--- src/rtl/apb_gpio_ext.sv ---
// APB GPIO block with debounced, synchronised inputs and level/edge pin interrupts.
// Latency: zero-wait APB; pins update 2 edges after a write; IN lags gpio_i by INPUT_STAGES+1 edges.
// Backpressure: none, PREADY is tied high and every access completes in its access phase.
//
// Ports:
//   PCLK, PRESETn               clock, async active-low reset
//   PSEL/PENABLE/PWRITE/PADDR   APB control, 4-bit word address
//   PSTRB/PWDATA/PRDATA         byte strobes, write data, registered read data
//   PREADY/PSLVERR              always ready, error on illegal access
//   irq_o                       registered interrupt request
//   gpio_i/gpio_o/gpio_oe       pin input, pin output value, pin output enable
module apb_gpio_ext #(
  parameter int GPIO_WIDTH   = 32,
  parameter int INPUT_STAGES = 2,
  parameter int DB_CNT_W     = 16
) (
  input  logic                  PCLK,
  input  logic                  PRESETn,
  input  logic                  PSEL,
  input  logic                  PENABLE,
  input  logic                  PWRITE,
  input  logic [3:0]            PADDR,
  input  logic [3:0]            PSTRB,
  input  logic [31:0]           PWDATA,
  output logic [31:0]           PRDATA,
  output logic                  PREADY,
  output logic                  PSLVERR,
  output logic                  irq_o,
  input  logic [GPIO_WIDTH-1:0] gpio_i,
  output logic [GPIO_WIDTH-1:0] gpio_o,
  output logic [GPIO_WIDTH-1:0] gpio_oe
);

  localparam int W = GPIO_WIDTH;

  localparam logic [3:0] A_MODE    = 4'd0;
  localparam logic [3:0] A_DIR     = 4'd1;
  localparam logic [3:0] A_OUT     = 4'd2;
  localparam logic [3:0] A_IN      = 4'd3;
  localparam logic [3:0] A_TR_TYPE = 4'd4;
  localparam logic [3:0] A_TR_LVL0 = 4'd5;
  localparam logic [3:0] A_TR_LVL1 = 4'd6;
  localparam logic [3:0] A_TR_STAT = 4'd7;
  localparam logic [3:0] A_IRQ_ENA = 4'd8;
  localparam logic [3:0] A_OUT_SET = 4'd9;
  localparam logic [3:0] A_OUT_CLR = 4'd10;
  localparam logic [3:0] A_OUT_TGL = 4'd11;
  localparam logic [3:0] A_DB_ENA  = 4'd12;
  localparam logic [3:0] A_DB_PER  = 4'd13;
  localparam logic [3:0] A_TR_BOTH = 4'd14;
  localparam logic [3:0] A_UNMAP   = 4'd15;

  // Control registers
  logic [W-1:0]        mode_q, dir_q, out_q, tr_type_q, tr_lvl0_q, tr_lvl1_q;
  logic [W-1:0]        tr_stat_q, irq_ena_q, db_ena_q, tr_both_q;
  logic [DB_CNT_W-1:0] db_period_q;

  // Input path state
  logic [W-1:0]        sync_q [INPUT_STAGES];
  logic [W-1:0]        sync;
  logic [W-1:0]        filt_q;
  logic [1:0]          db_pin_cnt_q [W];
  logic [DB_CNT_W-1:0] db_cnt_q;
  logic                db_tick;
  logic [W-1:0]        in_q, in_d_q, rise_q, fall_q;
  logic [W-1:0]        tr_evt, stat_clr;

  // APB decode
  logic        access, setup_rd, bad_acc, wr_en;
  logic [31:0] bmask;
  logic [W-1:0] bm_w, wd_w;
  logic [DB_CNT_W-1:0] bm_db, wd_db;
  logic [31:0] rd_data;

  assign access   = PSEL & PENABLE;
  assign setup_rd = PSEL & ~PENABLE & ~PWRITE;
  assign bad_acc  = (PADDR == A_UNMAP)
                  | (PWRITE & (PADDR == A_IN))
                  | (~PWRITE & ((PADDR == A_OUT_SET) | (PADDR == A_OUT_CLR) | (PADDR == A_OUT_TGL)));
  assign PSLVERR  = access & bad_acc;
  assign PREADY   = 1'b1;
  // Erroring writes are dropped here, so no register below sees them
  assign wr_en    = access & PWRITE & ~bad_acc;

  assign bmask = {{8{PSTRB[3]}}, {8{PSTRB[2]}}, {8{PSTRB[1]}}, {8{PSTRB[0]}}};
  assign bm_w  = bmask[W-1:0];
  assign wd_w  = PWDATA[W-1:0] & bm_w;
  assign bm_db = bmask[DB_CNT_W-1:0];
  assign wd_db = PWDATA[DB_CNT_W-1:0] & bm_db;

  always_ff @(posedge PCLK or negedge PRESETn) begin
    if (!PRESETn) begin
      mode_q      <= '0;
      dir_q       <= '0;
      out_q       <= '0;
      tr_type_q   <= '0;
      tr_lvl0_q   <= '0;
      tr_lvl1_q   <= '0;
      irq_ena_q   <= '0;
      db_ena_q    <= '0;
      tr_both_q   <= '0;
      db_period_q <= '0;
    end else if (wr_en) begin
      case (PADDR)
        A_MODE:    mode_q      <= (mode_q    & ~bm_w) | wd_w;
        A_DIR:     dir_q       <= (dir_q     & ~bm_w) | wd_w;
        A_OUT:     out_q       <= (out_q     & ~bm_w) | wd_w;
        A_TR_TYPE: tr_type_q   <= (tr_type_q & ~bm_w) | wd_w;
        A_TR_LVL0: tr_lvl0_q   <= (tr_lvl0_q & ~bm_w) | wd_w;
        A_TR_LVL1: tr_lvl1_q   <= (tr_lvl1_q & ~bm_w) | wd_w;
        A_IRQ_ENA: irq_ena_q   <= (irq_ena_q & ~bm_w) | wd_w;
        A_OUT_SET: out_q       <= out_q | wd_w;
        A_OUT_CLR: out_q       <= out_q & ~wd_w;
        A_OUT_TGL: out_q       <= out_q ^ wd_w;
        A_DB_ENA:  db_ena_q    <= (db_ena_q  & ~bm_w) | wd_w;
        A_DB_PER:  db_period_q <= (db_period_q & ~bm_db) | wd_db;
        A_TR_BOTH: tr_both_q   <= (tr_both_q & ~bm_w) | wd_w;
        default: ;
      endcase
    end
  end

  always_comb begin
    rd_data = '0;
    case (PADDR)
      A_MODE:    rd_data[W-1:0]        = mode_q;
      A_DIR:     rd_data[W-1:0]        = dir_q;
      A_OUT:     rd_data[W-1:0]        = out_q;
      A_IN:      rd_data[W-1:0]        = in_q;
      A_TR_TYPE: rd_data[W-1:0]        = tr_type_q;
      A_TR_LVL0: rd_data[W-1:0]        = tr_lvl0_q;
      A_TR_LVL1: rd_data[W-1:0]        = tr_lvl1_q;
      A_TR_STAT: rd_data[W-1:0]        = tr_stat_q;
      A_IRQ_ENA: rd_data[W-1:0]        = irq_ena_q;
      A_DB_ENA:  rd_data[W-1:0]        = db_ena_q;
      A_DB_PER:  rd_data[DB_CNT_W-1:0] = db_period_q;
      A_TR_BOTH: rd_data[W-1:0]        = tr_both_q;
      default:   rd_data               = '0;
    endcase
  end

  // Read data is captured in the setup phase and held through the access phase
  always_ff @(posedge PCLK or negedge PRESETn) begin
    if (!PRESETn)      PRDATA <= '0;
    else if (setup_rd) PRDATA <= rd_data;
  end

  // Open-drain style: MODE pins only ever drive low by releasing OE when OUT=1
  always_ff @(posedge PCLK or negedge PRESETn) begin
    if (!PRESETn) begin
      gpio_o  <= '0;
      gpio_oe <= '0;
    end else begin
      gpio_o  <= ~mode_q & out_q;
      gpio_oe <= dir_q & ~(mode_q & out_q);
    end
  end

  always_ff @(posedge PCLK or negedge PRESETn) begin
    if (!PRESETn) begin
      for (int i = 0; i < INPUT_STAGES; i++) sync_q[i] <= '0;
    end else begin
      sync_q[0] <= gpio_i;
      for (int i = 1; i < INPUT_STAGES; i++) sync_q[i] <= sync_q[i-1];
    end
  end
  assign sync = sync_q[INPUT_STAGES-1];

  // Shared debounce prescaler; a period write restarts the phase
  assign db_tick = (db_cnt_q == db_period_q);
  always_ff @(posedge PCLK or negedge PRESETn) begin
    if (!PRESETn)                         db_cnt_q <= '0;
    else if (wr_en && PADDR == A_DB_PER)  db_cnt_q <= '0;
    else if (db_tick)                     db_cnt_q <= '0;
    else                                  db_cnt_q <= db_cnt_q + {{(DB_CNT_W-1){1'b0}}, 1'b1};
  end

  // Disabled pins keep filt tracking sync with a cleared counter, so that
  // re-enabling the filter starts from the current pin level.
  always_ff @(posedge PCLK or negedge PRESETn) begin
    if (!PRESETn) begin
      filt_q <= '0;
      for (int n = 0; n < W; n++) db_pin_cnt_q[n] <= 2'd0;
    end else begin
      for (int n = 0; n < W; n++) begin
        if (!db_ena_q[n]) begin
          filt_q[n]       <= sync[n];
          db_pin_cnt_q[n] <= 2'd0;
        end else if (db_tick) begin
          if (sync[n] != filt_q[n]) begin
            // Third consecutive mismatching tick accepts the new level
            if (db_pin_cnt_q[n] == 2'd2) begin
              filt_q[n]       <= sync[n];
              db_pin_cnt_q[n] <= 2'd0;
            end else begin
              db_pin_cnt_q[n] <= db_pin_cnt_q[n] + 2'd1;
            end
          end else begin
            db_pin_cnt_q[n] <= 2'd0;
          end
        end
      end
    end
  end

  always_ff @(posedge PCLK or negedge PRESETn) begin
    if (!PRESETn) begin
      in_q   <= '0;
      in_d_q <= '0;
      rise_q <= '0;
      fall_q <= '0;
    end else begin
      in_q   <= (db_ena_q & filt_q) | (~db_ena_q & sync);
      in_d_q <= in_q;
      rise_q <= in_q & ~in_d_q;
      fall_q <= ~in_q & in_d_q;
    end
  end

  assign tr_evt = (~tr_type_q & ((tr_lvl0_q & ~in_q) | (tr_lvl1_q & in_q)))
                | ( tr_type_q & ((tr_both_q & (rise_q | fall_q))
                               | (~tr_both_q & ((tr_lvl0_q & fall_q) | (tr_lvl1_q & rise_q)))));

  assign stat_clr = (wr_en && PADDR == A_TR_STAT) ? wd_w : '0;

  // Set is applied after clear so a coincident event wins
  always_ff @(posedge PCLK or negedge PRESETn) begin
    if (!PRESETn) begin
      tr_stat_q <= '0;
      irq_o     <= 1'b0;
    end else begin
      tr_stat_q <= (tr_stat_q & ~stat_clr) | tr_evt;
      irq_o     <= |(irq_ena_q & tr_stat_q);
    end
  end

endmodule

--- config.mk ---
export PLATFORM = sky130hd
export DESIGN_NAME = apb_gpio_ext
export DESIGN_NICKNAME = d
export VERILOG_FILES = /design/src/rtl/apb_gpio_ext.sv
export SDC_FILE = /design/constraint.sdc
export NUM_CORES = 1
export LEC_CHECK = 0
export CAP_MARGIN = 20
export CORE_ASPECT_RATIO = 1.1
export CORE_UTILIZATION = 59
export CTS_CLUSTER_DIAMETER = 120
export CTS_CLUSTER_SIZE = 24
export DETAILED_ROUTE_END_ITERATION = 12
export PLACE_DENSITY = 0.79
export RECOVER_POWER = 50
export SYNTH_ARGS = -nofsm -noshare
export SYNTH_HDL_FRONTEND = slang
export SYNTH_SLANG_ARGS = --single-unit
--- constraint.sdc ---
create_clock -name PCLK -period 4.4 [get_ports PCLK]
set_input_delay 0.88 -clock PCLK [delete_from_list [all_inputs] [get_ports PCLK]]
set_output_delay 0.88 -clock PCLK [all_outputs]
set_load 0.01 [all_outputs]
==> impl_metrics.csv, run 1 <==
group,metric,value,unit
outcome,status,"finished, violations left",
outcome,violations,"capacitance limit, slew limit",
global_routing,antenna_found_initial,10,
synth,synth_top_family_by_area,"multiplexers",
synth,synth-compound-area-share,0.123,
critical_path,crit_slowest_cell,"clkdlybuf4s50_1",
critical_path,reg2regPathDepth,5,
floorplanning,die_h,249,um
clocking,cts_resized,0,
critical_path,worstReg2RegEnd,"db_pin_cnt_q[15]",
routing,vias_per_cell,6.64,
critical_path,crit_arrival,3050,ps
synth,yosysWarnings,0,
min_path,hold_path_depth,0,
critical_path,critPathKind,"in2out",
clocking,cts.sinks,737,
global_routing,grt_overflow,0,
global_routing,grt_max_degree,105,
synth,synth_edf_count,0,
clocking,clock_latency,610,ps
floorplanning,die_w,226,um
placed_design,gp_congestion,0.986,
clocking,post_cts_buffers,0,
critical_path,end_kind,"output port",
global_routing,grt_pass1_wl,150,mm
critical_path,r2r_slack,1650,ps
finish,ff_latch_area,18400,um^2
synth,synth_xor_area_frac,0.0166,
min_path,hold_class,"reg2reg",
timing,worstMarginPinSlew,3270,ps
floorplanning,io_pins,176,
routing,vias,24129,
global_routing,first_global_vias,24249,
placed_design,hpwlAfterDp,67.8,mm
timing,rsz0062_at_grt,"no",
finish,drive_above_1_share,0.185,
power_and_ir_drop,power.share.clock,0.266,
timing,tns,0,ps
synth,syn-num-nets,2849,
power_and_ir_drop,p_comb_frac,0.154,
power_and_ir_drop,switching_share,0.281,
routing,ant_nets,0,
synth,synthSimpleGateAreaFrac,0.111,
power_and_ir_drop,internal_power,0.00981,W
power_and_ir_drop,p_sw,0.00383,W
critical_path,worst-path-stages,6,
critical_path,crit_path_max_fanout,5,
critical_path,critical_path.top_delay_family,"buffers and inverters",
finish,multiInputGateArea,13500,um^2
synth,ys_ff_latch,737,
synth,synth_adder_area_share,0.0127,
power_and_ir_drop,ir_worst_vdd,362,uV
synth,async_flop_share,1.00,
critical_path,critPathLaunchType,"input port",
synth,synth_area_leaders,"dfrtp_1, mux2_2, o21ai_0",
synth,yosys.area.top_type_share,0.565,
clocking,clkTransAtPathRegs,100,ps
synth,synthMuxAreaShare,0.151,
timing,relSlewSlack,-1.18,
synth,netlist_area,32600,um^2
clocking,hold_buffers,0,
critical_path,path_cells,"clkdlybuf4s50_1 > nor3_1 > a21oi_1 > o22ai_1 > and3_1 > clkdlybuf4s50_1",
critical_path,cp_num_buf_inv,2,
synth,synthFlopType,"dfrtp_1",
power_and_ir_drop,power_frac_seq,0.581,
power_and_ir_drop,leakage,15.7,nW
critical_path,critPathRequiredTime,3520,ps
global_routing,track_usage,0.357,
timing,slew_viol_final,97,
synth,yosysSeqAreaShare,0.565,
routing,firstDrtPassIters,6,
routing,drc,0,
routing,drt-total-wl,98.3,mm
synth,syn_inst,2739,
finish,nFillCells,4128,
power_and_ir_drop,power_density,375,nW/um^2
min_path,min_to,"sync[28]",
clocking,cts-root-buf,"clkbuf_16",
routing,drt_iter0_drc,2846,
synth,yosysTopAreaCell,"dfrtp_1",
synth,synth.distinct_cells,72,
timing,max_freq,254,MHz
placed_design,port_buffers,174,
finish,synthToLayoutAreaGrowth,11.4,%
synth,avgSynthCellArea,11.9,um^2
floorplanning,die_area,56300,um^2
floorplanning,core_area,54700,um^2
timing,period_share,0.894,
job,drv_cap,1,
min_path,holdCritStartpoint,"sync_q[60]",
critical_path,cp_common_cell,"clkdlybuf4s50_1",
finish,final_util,0.665,
clocking,clockBufferDepth,3,
timing,finalHoldViolCount,0,
routing,wire_per_inst,27.1,um
clocking,cts_max_level,2,
timing,setup_viol,0,
floorplanning,initial_core_util,0.596,
clocking,cts_tree,"yes",
finish,layout.nets,3006,
floorplanning,num_rows,90,
timing,finClkSkew,23.1,ps
timing,fin_crit,3930,ps
clocking,cts_buffers,36,
power_and_ir_drop,p_total,0.0136,W
critical_path,slowest_delay,610,ps
[layout by cell type (no fill, tap or decap), types with 14 or more instances in the layout]
master / Yosys / final
dfrtp_1: 737 / 737
mux2_2: 358 / 357
nand2_1: 201 / 199
o21ai_0: 189 / 189
clkdlybuf4s50_1: 0 / 137
nor2_1: 113 / 113
nand3_1: 111 / 111
nor2b_1: 107 / 107
a22oi_1: 81 / 81
buf_4: 11 / 79
a21boi_1: 64 / 64
mux2i_1: 40 / 40
xnor2_1: 39 / 39
a21oi_1: 39 / 39
a22o_1: 39 / 39
clkbuf_16: 0 / 37
mux2_1: 35 / 36
nand2b_1: 36 / 36
o21ai_1: 36 / 36
nand3b_1: 34 / 34
ha_1: 33 / 33
a21boi_0: 32 / 32
dlygate4sd3_1: 0 / 32
nor3_1: 26 / 25
xor2_1: 23 / 23
nor2_2: 23 / 23
o22ai_1: 15 / 15
a221oi_1: 15 / 15
a211oi_1: 14 / 14
[power groups by stage]
stage	Sequential (W)	Combinational (W)	Clock [W]
after global routing	0.00798	0.00226	0.00390
after floorplan	0.00785	0.00117	0
final	0.00792	0.00209	0.00362
after detailed placement	0.00803	0.00206	0
after CTS	0.00790	0.00208	0.00367
after global placement	0.00799	0.00198	0
[layout make-up]
cell class              instances  share of cell area
clock inverters                 1            0.000241
repair buffers                265              0.0688
well taps                     736              0.0253
diodes                          2            0.000138
clock buffers                  37              0.0255
inverters                       5            0.000516
flip-flops and latches        737               0.507
multi-input cells            1851               0.372
[worst register-to-register path: cells and delay by family (launching register included)]
kind             cells  cell delay [ps]
AND/OR/NAND/NOR      3             1740
flip-flops           1              500
AO/OA/AOI/OAI        1              230
XOR/XNOR             1              200
[worst max-delay path by stage]
| stage | start | endpoint | slack [ps] |
|---|---|---|---|
| floorplan | PADDR[2] | PSLVERR | 1430 |
| global placement | PWRITE | PSLVERR | 620 |
| detailed placement | PWRITE | PSLVERR | 730 |
| CTS | PWRITE | PSLVERR | 730 |
| global route | PRESETn | db_pin_cnt_q[28] | 420 |
| finish | PWRITE | PSLVERR | 470 |
[synthesized netlist by cell type (all sizes together), types with 6 or more instances]
library cell and number:
nand3b 34, nand4 13, a32oi 11, a211oi 14
nand2b 36, a22oi 81, mux2 393, xor2 23
and2 7, nand3 114, a22o 39, a221oi 15
xnor2 39, nor3b 6, a31oi 12, ha 33
mux2i 40, and3 8, a21boi 96, a21oi 39
nand2 201, o21ai 225, nor2 136, dfrtp 737
nor2b 107, o2bb2ai 8, o22ai 15, a21o 6
o32ai 7, clkbuf 53, buf 93, a32o 6
nor3 28
[metal layers]
metal	track usage	share of wire	vias up
li1	-	-	10162
met1	0.470	0.38	12143
met2	0.545	0.46	1428
met3	0.0918	0.10	384
met4	0.190	0.062	12
met5	0	0.00078	-
[kinds of logic after synthesis]
group	count (synthesis)
compound gates	605
buf+inv	151
flops	737
xor+xnor	62
other cells	1
fa+ha+maj	33
mux	437
simple gates	713
[per-stage QoR]
step                      hold WS, ps  setup WS (ps)  instances  instance area (um^2)
final                             354            468       3634                 36400
after global routing              359            418       3632                 36400
after CTS                         356            729       3632                 36400
after detailed placement          335            729       3594                 35500
after global placement            331            623       3594                 35500
after floorplan                   331           1430       2739                 32600
Power figures use the tool's default switching activity.
==> run 2: changes to the inputs <==
- CORE_UTILIZATION: 59 -> 50
- PLACE_DENSITY: 0.79 -> 0.68
- clock period: 4.4 -> 4.65 ns (I/O delays scaled with it)
==> run 2 against run 1 <==
The run still ends with capacitance limit, slew limit left. Clock power fell by 4%. Largest cell class unchanged. Cell count increased by 2.9%. Register-to-register slack better by 70 ps. Non-clock buffer count up 1. Core utilization decreased by 9.5 points. Sequential share of layout area down 0.17 points. Clock skew is 3.2 ps higher. Global-route usage shrank 4.4 points.
==> impl_metrics.csv, run 2 (same netlist as run 1, synthesis figures left out) <==
group,metric,value,unit
outcome,status,"finished, violations left",
outcome,violations,"capacitance limit, slew limit",
timing,finalHoldViolCount,0,
floorplanning,die_h,270,um
placed_design,gp_congestion,0.966,
clocking,post_cts_buffers,0,
critical_path,critical_path.top_delay_family,"buffers and inverters",
timing,fin_crit,3710,ps
timing,setup_viol,0,
critical_path,crit_arrival,2780,ps
timing,slew_viol_final,94,
floorplanning,initial_core_util,0.509,
placed_design,hpwlAfterDp,72.6,mm
critical_path,critPathKind,"in2out",
floorplanning,core_area,64100,um^2
global_routing,track_usage,0.314,
global_routing,grt_max_degree,102,
timing,worstMarginPinSlew,3120,ps
global_routing,first_global_vias,23927,
clocking,cts_max_level,2,
global_routing,grt_overflow,0,
finish,finalNonFillerCells,3740,
routing,drt-total-wl,104,mm
finish,layout.nets,3007,
critical_path,end_kind,"output port",
critical_path,critPathRequiredTime,3720,ps
placed_design,dp_cells,3699,
finish,drive_above_1_share,0.183,
clocking,cts_resized,0,
critical_path,crit_path_max_fanout,5,
critical_path,path_cells,"clkdlybuf4s50_1 > nor3_1 > a21oi_1 > o22ai_1 > and3_1 > clkdlybuf4s50_1",
finish,final_area,36500,um^2
routing,drt_iter0_drc,2522,
routing,firstDrtPassIters,8,
finish,final_cell_mix,"dfrtp_1, mux2_2, nand2_1",
clocking,cts_tree,"yes",
finish,final_common_cell,"dfrtp_1",
finish,nFillCells,5309,
timing,postLayoutSetupSlackWorst,940,ps
timing,max_freq,270,MHz
routing,wire_per_inst,27.7,um
routing,vias_per_cell,6.30,
routing,vias,23550,
critical_path,critPathLaunchType,"input port",
critical_path,slowest_delay,540,ps
critical_path,cp_common_cell,"clkdlybuf4s50_1",
critical_path,cp_num_buf_inv,2,
routing,drc,0,
clocking,clkTransAtPathRegs,100,ps
clocking,clockBufferDepth,3,
timing,relSlewSlack,-1.08,
power_and_ir_drop,leakage,15.7,nW
critical_path,crit_slowest_cell,"clkdlybuf4s50_1",
floorplanning,io_pins,176,
job,drv_cap,1,
power_and_ir_drop,power_density,355,nW/um^2
placed_design,pre_cts_ws,995,ps
floorplanning,num_rows,97,
timing,rsz0062_at_grt,"no",
placed_design,port_buffers,174,
global_routing,grt_pass1_wl,154,mm
clocking,cts-root-buf,"clkbuf_16",
clocking,cts.sinks,737,
timing,finClkSkew,26.3,ps
timing,period_share,0.798,
finish,synthToLayoutAreaGrowth,11.8,%
power_and_ir_drop,ir_worst_vdd,343,uV
clocking,clock_latency,600,ps
placed_design,place_area,35600,um^2
global_routing,antenna_found_initial,6,
timing,tns,0,ps
clocking,hold_buffers,0,
clocking,cts_buffers,36,
floorplanning,die_area,66300,um^2
min_path,hold_class,"reg2reg",
routing,ant_nets,0,
floorplanning,die_w,246,um
[run 2: changes by cell type in the layout (fill, tap and decap cells not counted), moves of 2 or more]
| cell | delta |
|---|---|
| clkbuf_1 | +7 |
| buf_4 | -4 |
| buf_2 | -2 |
| buf_6 | +2 |
| mux2_1 | +2 |
| mux2_2 | -2 |
[run 2: power by group]
part	total (W)	switching (W)	leakage (nW)	internal [W]
Clock	0.00346	0.00202	0.460	0.00144
Sequential	0.00752	0.000587	9.51	0.00694
Combinational	0.00196	0.00106	5.69	0.000907
[run 2: layer usage]
layer,part of all wire,track usage
met5,0.00012,0
met4,0.042,0.124
met3,0.087,0.0712
met2,0.47,0.501
met1,0.40,0.414
[run 2: layout make-up]
type	instances	area, um^2	share of cell area
Sequential cell	737	18400	0.505
Clock inverter	1	8.76	0.000240
Clock buffer	37	926	0.0254
Multi-Input combinational cell	1851	13600	0.371
Tap cell	841	1050	0.0288
Inverter	5	18.8	0.000514
Antenna cell	2	5.00	0.000137
Timing Repair Buffer	266	2490	0.0681
[run 2: worst paths after layout]
path	start	endpoint	slack [ps]	cells after the start
worst min register to register	sync_q[45]	sync[13]	350	0
worst max register to register	flop	filt_q[25]	1720	7
max in group asynchronous	PRESETn	filt_q[20]	1020	2
worst max-delay path	PWRITE	PSLVERR	940	6
worst min-delay path	sync_q[45]	sync[13]	350	0
min in group asynchronous	PRESETn	in_d_q[17]	1320	1
[run 2: metrics by stage]
| stage | hold slack, ps | total power [W] | util |
|---|---|---|---|
| 4_1_cts | 357 | 0.0130 | 0.570 |
| 3_5_place_dp | 336 | 0.00958 | 0.555 |
| 3_3_place_gp | 333 | 0.00951 | 0.555 |
| 2_1_floorplan | 331 | 0.00854 | - |
| 6_report | 353 | 0.0129 | 0.569 |
| 5_1_grt | 364 | 0.0135 | 0.569 |
[run 2: worst reg2reg max path, stage by stage, from the launching register on]
cell,delay (ps)
dfrtp_1,480
xor2_1,200
nor4_1,590
nand4_4,140
buf_4,300
buf_4,360
o21ai_1,400
mux2_1,360
